### src/rtl/mul_bist_ctrl.sv
// BIST controller: loads operand LFSRs, streams num_vec vectors through the multiplier and folds products into a rotate-XOR signature.
// Start-to-done is num_vec+LAT+3 cycles; there is no backpressure, start is ignored while busy and abort overrides every transition.
module mul_bist_ctrl #(
    parameter int N     = 32,
    parameter int CNT_W = 16,
    parameter int LAT   = 2
) (
    input  logic             clk,
    input  logic             rst_n,
    input  logic             start,
    input  logic             abort,
    input  logic [CNT_W-1:0] num_vec,
    input  logic [N-1:0]     seed_a,
    input  logic [N-1:0]     seed_b,
    input  logic [N-1:0]     mask,
    input  logic [2*N-1:0]   golden,
    input  logic [2*N-1:0]   prod,
    output logic             lfsr_rst,
    output logic [N-1:0]     lfsr_seed_a,
    output logic [N-1:0]     lfsr_seed_b,
    output logic [N-1:0]     lfsr_mask,
    output logic             vec_valid,
    output logic [2*N-1:0]   sig,
    output logic             busy,
    output logic             done,
    output logic             pass
);

    typedef enum logic [2:0] {IDLE, LOAD, RUN, DRAIN, CHECK} state_t;

    localparam logic [CNT_W-1:0] CNT_ONE    = 1;
    localparam logic [2:0]       DRAIN_LAST = 3'((LAT > 0) ? LAT - 1 : 0);

    state_t             state;
    state_t             state_nxt;
    logic [CNT_W-1:0]   num_vec_q;
    logic [CNT_W-1:0]   cnt;
    logic [2:0]         dcnt;
    logic [2*N-1:0]     golden_q;
    logic               vld_d;
    logic               abort_hit;

    assign abort_hit = abort && (state != IDLE);

    always_ff @(posedge clk or negedge rst_n) begin
        if (!rst_n) begin
            state <= IDLE;
        end else begin
            state <= state_nxt;
        end
    end

    always_comb begin
        state_nxt = state;
        unique case (state)
            IDLE:    if (start) state_nxt = LOAD;
            LOAD: begin
                if (num_vec_q != '0)   state_nxt = RUN;
                else                   state_nxt = (LAT == 0) ? CHECK : DRAIN;
            end
            RUN:     if (cnt == num_vec_q - CNT_ONE) state_nxt = (LAT == 0) ? CHECK : DRAIN;
            DRAIN:   if (dcnt == DRAIN_LAST) state_nxt = CHECK;
            CHECK:   state_nxt = IDLE;
            default: state_nxt = IDLE;
        endcase
        if (abort_hit) state_nxt = IDLE;
    end

    // LFSRs only step in RUN; every other state holds them in load.
    always_comb begin
        lfsr_rst  = (state != RUN);
        vec_valid = (state == RUN);
        busy      = (state != IDLE);
    end

    generate
        if (LAT == 0) begin : g_no_dly
            assign vld_d = vec_valid;
        end else begin : g_dly
            logic [LAT-1:0] dly;
            always_ff @(posedge clk or negedge rst_n) begin
                if (!rst_n) begin
                    dly <= '0;
                end else if (state == LOAD) begin
                    dly <= '0;
                end else begin
                    dly <= LAT'({dly, vec_valid});
                end
            end
            assign vld_d = dly[LAT-1];
        end
    endgenerate

    always_ff @(posedge clk or negedge rst_n) begin
        if (!rst_n) begin
            num_vec_q   <= '0;
            golden_q    <= '0;
            lfsr_seed_a <= '0;
            lfsr_seed_b <= '0;
            lfsr_mask   <= '0;
            cnt         <= '0;
            dcnt        <= '0;
            sig         <= '0;
            done        <= 1'b0;
            pass        <= 1'b0;
        end else begin
            done <= 1'b0;
            unique case (state)
                IDLE: begin
                    if (start) begin
                        num_vec_q   <= num_vec;
                        golden_q    <= golden;
                        lfsr_seed_a <= seed_a;
                        lfsr_seed_b <= seed_b;
                        lfsr_mask   <= mask;
                        pass        <= 1'b0;
                    end
                end
                LOAD: begin
                    cnt  <= '0;
                    dcnt <= '0;
                end
                RUN:   cnt  <= cnt + CNT_ONE;
                DRAIN: dcnt <= dcnt + 3'd1;
                CHECK: begin
                    pass <= (sig == golden_q);
                    done <= 1'b1;
                end
                default: ;
            endcase
            if (abort_hit) begin
                done <= 1'b1;
                pass <= 1'b0;
            end
            // Signature is frozen in IDLE so an aborted run cannot keep folding late products.
            if (state == LOAD) begin
                sig <= '0;
            end else if (vld_d && (state != IDLE)) begin
                sig <= {sig[2*N-2:0], sig[2*N-1]} ^ prod;
            end
        end
    end

endmodule

### config.mk
export PLATFORM = sky130hd
export DESIGN_NAME = mul_bist_ctrl
export DESIGN_NICKNAME = d
export VERILOG_FILES = /design/src/rtl/mul_bist_ctrl.sv
export SDC_FILE = /design/constraint.sdc
export NUM_CORES = 1
export LEC_CHECK = 0
export BUFFER_PORTS_ARGS = -buffer_cell sky130_fd_sc_hd__buf_4
export CAP_MARGIN = 10
export CORE_UTILIZATION = 43
export DETAILED_ROUTE_END_ITERATION = 8
export PLACE_DENSITY = 0.75
export SLEW_MARGIN = 15
export SYNTH_ARGS = -nofsm -noshare
export SYNTH_HDL_FRONTEND = slang
export SYNTH_SLANG_ARGS = --single-unit
### constraint.sdc
create_clock -name clk -period 5.4 [get_ports clk]
set_input_delay 0.27 -clock clk [delete_from_list [all_inputs] [get_ports clk]]
set_output_delay 0.27 -clock clk [all_outputs]
set_load 0.01 [all_outputs]
# Word level (Yosys, flattened, before mapping)
# Index checks and enable logic that the tools add are counted.
[totals]
reg_bits = 266
in_bits = 244
out_inout_bits = 165
elab_cells = 55
[classes]
n_addsub = 3
n_eq_ne = 11
n_mux = 16
n_bitwise = 1
n_reduce_logical = 12
[op_table]
columns = ["cell", "count"]
rows = [
  ["2-to-1 mux 64 bit", 2],
  ["equality test 64 bit", 1],
  ["bitwise XOR 64 bit", 1],
  ["one-hot mux 16 bit (2 select lines)", 1],
  ["adder 16 x 1 -> 16 bit (second input constant)", 1],
  ["equality test 16 bit", 1],
  ["nonzero test 16 bit", 1],
  ["subtractor 16 x 1 -> 16 bit (second input constant)", 1],
  ["2-to-1 mux 3 bit", 4],
  ["one-hot mux 3 bit (4 select lines)", 1],
  ["equality test 3 x 1 -> 1 bit (second input constant)", 2],
  ["equality test 3 x 2 -> 1 bit (second input constant)", 2],
  ["!= test 3 bit (second input constant)", 2],
  ["one-hot mux 3 bit (2 select lines)", 1],
  ["nonzero test 2 bit", 3],
  ["nonzero test 3 bit", 2],
  ["2-to-1 mux 1 bit", 5],
  ["AND reduction 2 bit", 2],
  ["adder 3 x 1 -> 3 bit (second input constant)", 1],
  ["equality test 3 bit (second input constant)", 1],
  ["logical NOT 3 bit", 1],
  ["!= test 3 x 1 -> 1 bit (second input constant)", 1],
  ["!= test 3 x 2 -> 1 bit (second input constant)", 1],
  ["AND reduction 3 bit", 1],
  ["3 further kinds", 4],
]

# Depth between registers and ports, before layout
[depth]
word_depth = 5
depth_mapped = 9

# Worst setup path before layout
# Ideal clock, no wire load.
[synth_path]
path_type = "reg2reg"
start = "register num_vec_q[0]"
end = "register state[0]"
setup_ps = 65
arrival_time_ps = 1840
t_required_ps = 5335
slack_ps = 3495
stages_incl_launch_ff = 10
n_path_buf = 1
synth_period_minus_slack_ps = 1905
cell_sequence = "dfrtp_1 inv_1 ha_1 clkbuf_1 nor2b_1 and3b_2 or3_1 a211oi_1 nand4_1 nand2_1"
[synth_via]
elab_chain_len = 4
elab_cells_between_ends = 8
cone_classes = "1 x add/sub; 2 x eq/ne; 3 x mux; 2 x reduce/logical"
[synth_rtl]
columns = ["item", "line_no", "source"]
rows = [
  ["start, declared", "36", "logic [CNT_W-1:0] num_vec_q;"],
  ["start signal, assigned", "111", "num_vec_q <= num_vec;"],
  ["subtractor 16 x 1 -> 16 bit / nonzero test 16 bit (equally long branches)", "61, 58", ""],
  ["equality test 16 bit / 2-to-1 mux 1 bit (equally long branches)", "61, 58", ""],
  ["!= test 3 x 1 -> 1 bit (no line) / one-hot mux 3 bit (4 select lines) (equally long branches)", "n/a", ""],
  ["AND reduction 3 bit (no line) / 2-to-1 mux 3 bit (equally long branches)", "n/a", ""],
  ["end signal, assigned", "49", "state <= state_nxt;"],
  ["end, declared", "34", "state_t state;"],
]
# Parallel ways exist; a longest one is shown, timed or not.
# A chain may end at the register's enable or synchronous reset.

# Worst setup path after layout
[layout_path]
start = "register state[1]"
end = "register lfsr_mask[21]"
[layout_via]
elab_chain_len = 2
[layout_rtl]
columns = ["item", "line_no", "source"]
rows = [
  ["logical NOT 3 bit", "108", "unique case (state)"],
  ["AND reduction 2 bit (no line)", "n/a", ""],
  ["end signal, assigned", "115", "lfsr_mask <= mask;"],
  ["end, declared", "21", "output logic [N-1:0] lfsr_mask,"],
]
# Every way passes these cells.

==> results_dict.tcl <==
set metrics [dict create \
    status "finished clean" \
    antenna_left 0 \
    hold_viol_final 0 \
    crit_type "register to register" \
    max_clock_freq_ghz 0.388 \
    die_width_um 168 \
    worstSkewPairLatency_ns 0.55 \
    coreArea_um2 27000 \
    r2r_end "lfsr_mask[21]" \
    synth_edf_count 0 \
    rrSetupSlack_ns 2.82 \
    slew_viol_final 0 \
    place_inst 1656 \
    hold_class "primary input to register" \
    p_leak_nw 8.12 \
    holdPathEnd "sig[63]" \
    grt_use_total_pct 26.7 \
    cts_buffers 29 \
    synth-seq-cells 266 \
    cp_max_fo 63 \
    dpl_cell_area_um2 15200 \
    cp.arrival_ns 3.00 \
    cts_sinks 266 \
    vias 9858 \
    place_congestion 0.838 \
    drt_iter0_markers 563 \
    tritoncts "done" \
    routed_wl_mm 37.9 \
    synth_fp_nets 1190 \
    async_flop_share_pct 100 \
    synth_most_common_cell "dfrtp_1" \
    multi_input_area_um2 4920 \
    synthTopCellsByCount "dfrtp_1, mux2_2, xnor2_1" \
    clk_path_buf_depth 3 \
    grt-ovfl-total 0 \
    yosysUniqueCellTypes 52 \
    htreeDepth 1 \
    initial_core_util_pct 43.7 \
    cp-start-kind "register" \
    dp_slack_ns 2.89 \
    cap_violations 0 \
    endpoint_kind "register" \
    rsz0062_at_grt "no" \
    synth_area_leaders "dfrtp_1, mux2_2, xnor2_1" \
    fin_crit_ns 2.58 \
    clkTransAtPathRegs_ns 0.06 \
    r2r_cells 5 \
    max_slew_margin_pct 36.9 \
    die_area_um2 28100 \
    synth.top_cell.area_share_pct 56.5 \
    synth_area_um2 11800 \
    fin_nets 1786 \
    vias_per_cell 5.17 \
    synthCells 942 \
    hold-path-cell-count 3 \
    yosys.area.top_type "dfrtp_1" \
    ir_worst_vdd_v 0.000447 \
    grt_pass1_vias 10543 \
    cts-root-buf "clkbuf_16" \
    setup_ws_ns 2.82 \
    seqCellArea_um2 6660 \
    cp.required_ns 5.83 \
    ios 409 \
    synth_flop_cell "dfrtp_1" \
    antenna_found_initial 5 \
    grt_pass1_wl_mm 58.6 \
    routedWlPerCell_um 19.9 \
    cts-resized-gates 0 \
    die_h_um 168 \
    powerDensity_nw_per_um2 542 \
    post-dp-hpwl_mm 24.2 \
    setup-tns-final_ns 0 \
    p_total_mw 9.77 \
    drive_gt1_share_pct 40.9 \
    hold_path.startpoint "prod[63]" \
    drcViolationCount 0 \
    finalSetupViolations 0 \
    fin_crit_sh_pct 47.7 \
    grt_max_degree 148 \
    fin_area_um2 18000 \
    area_delta_synth_final_pct 52.9 \
    drt_pre_antenna_iters 5 \
    rr_startpoint "state[1]" \
    fillerInstances 1860 \
    clock_skew_ns 0.0109 \
    yosys_warnings 0 \
    worst_pin_slew_ns 0.946 \
    avgSynthCellArea_um2 12.5 \
    seq_area_frac_synth_pct 56.5 \
    num_rows 60 \
    io_buffers 408 \
    finalNonFillerCells 1906 \
]
[registers in the layout (all words and copies together) (netlist names)]
register     count
g_dly.dly        2
cnt             16
done             1
dcnt             3
lfsr_seed_b     32
lfsr_seed_a     32
sig             64
golden_q        64
lfsr_mask       32
state            3
pass             1
num_vec_q       16
[layout by cell type (no fill, tap or decap), types with 3 or more instances in the layout]
cell type and instances:
inv_1 5, mux2_2 166, xor2_1 32, buf_4 410
nand2b_1 4, nand4_1 18, clkbuf_8 6, o31ai_1 3
nand2_1 93, clkbuf_1 7, nor2_1 16, nand3_1 10
clkbuf_16 29, o21ai_0 84, o211ai_1 3, dfrtp_1 266
mux2_1 7, xnor2_1 119, nor4_1 11, diode_2 5
ha_1 4, dlygate4sd3_1 192, nor3_1 8, a21oi_1 7
a31oi_1 4, and3_1 5, clkinv_2 7, or3_1 3
[per-layer routing]
metal | track usage, % | wire (um) | vias up
met4 | 10.7 | 1510 | 0
li1 | - | - | 4469
met5 | 0 | 0 | -
met3 | 4.85 | 2270 | 97
met1 | 32.5 | 15000 | 4894
met2 | 46.7 | 19100 | 398
[stage by stage]
stage	hold WS (ns)	util (%)
floorplan	-0.0256	-
global placement	0.421	56.2
detailed placement	0.410	56.2
CTS	0.000551	66.8
global route	0.0124	66.8
finish	0.0133	66.8
[where the power goes]
part	total, mW	internal (mW)	switching, mW
Combinational	4.13	2.25	1.88
Clock	1.94	1.12	0.817
Sequential	3.71	2.87	0.836
Total	9.77	6.24	3.53
[how the worst max path moves through the flow]
stage	startpoint	depth (start not counted)	to
6_report	state[1]	5	lfsr_mask[21]
5_1_grt	state[1]	7	cnt[15]
4_1_cts	state[1]	5	lfsr_seed_b[15]
3_5_place_dp	state[1]	5	lfsr_seed_b[15]
3_3_place_gp	state[1]	5	lfsr_seed_b[23]
2_1_floorplan	num_vec_q[0]	9	state[0]
[cells by family (layout without fill, tap and decap cells)]
logic type,Yosys count,in the layout,share of synthesized area [%]
mux,174,174,16.6
compound gates,112,112,5.18
other cells,0,5,0
flops,266,266,56.5
buf+inv,46,664,1.92
fa+ha+maj,4,4,0.425
simple gates,189,189,8.12
xor+xnor,151,151,11.2
[final cells by class]
cell class              count  area share [%]
multi-input cells         630            27.3
clock buffers              42            4.63
diodes                      5          0.0694
inverters                   6           0.125
flip-flops and latches    266            36.9
repair buffers            605            28.1
clock inverters            11           0.507
well taps                 341            2.37
[critical path: stages (launching register included)]
cell	delay (ns)
dfrtp_1	0.71
nor3_1	0.12
or2_1	0.29
nor3_4	0.19
buf_4	0.63
mux2_2	0.43
[what timing repair did]
action                                  4_1_cts  5_1_grt
endpoints found under the hold margin       311        0
setup buffers                                 0        0
hold buffers                                192        0
endpoints found under the setup margin        0        0
(Power assumes the default switching activity.)
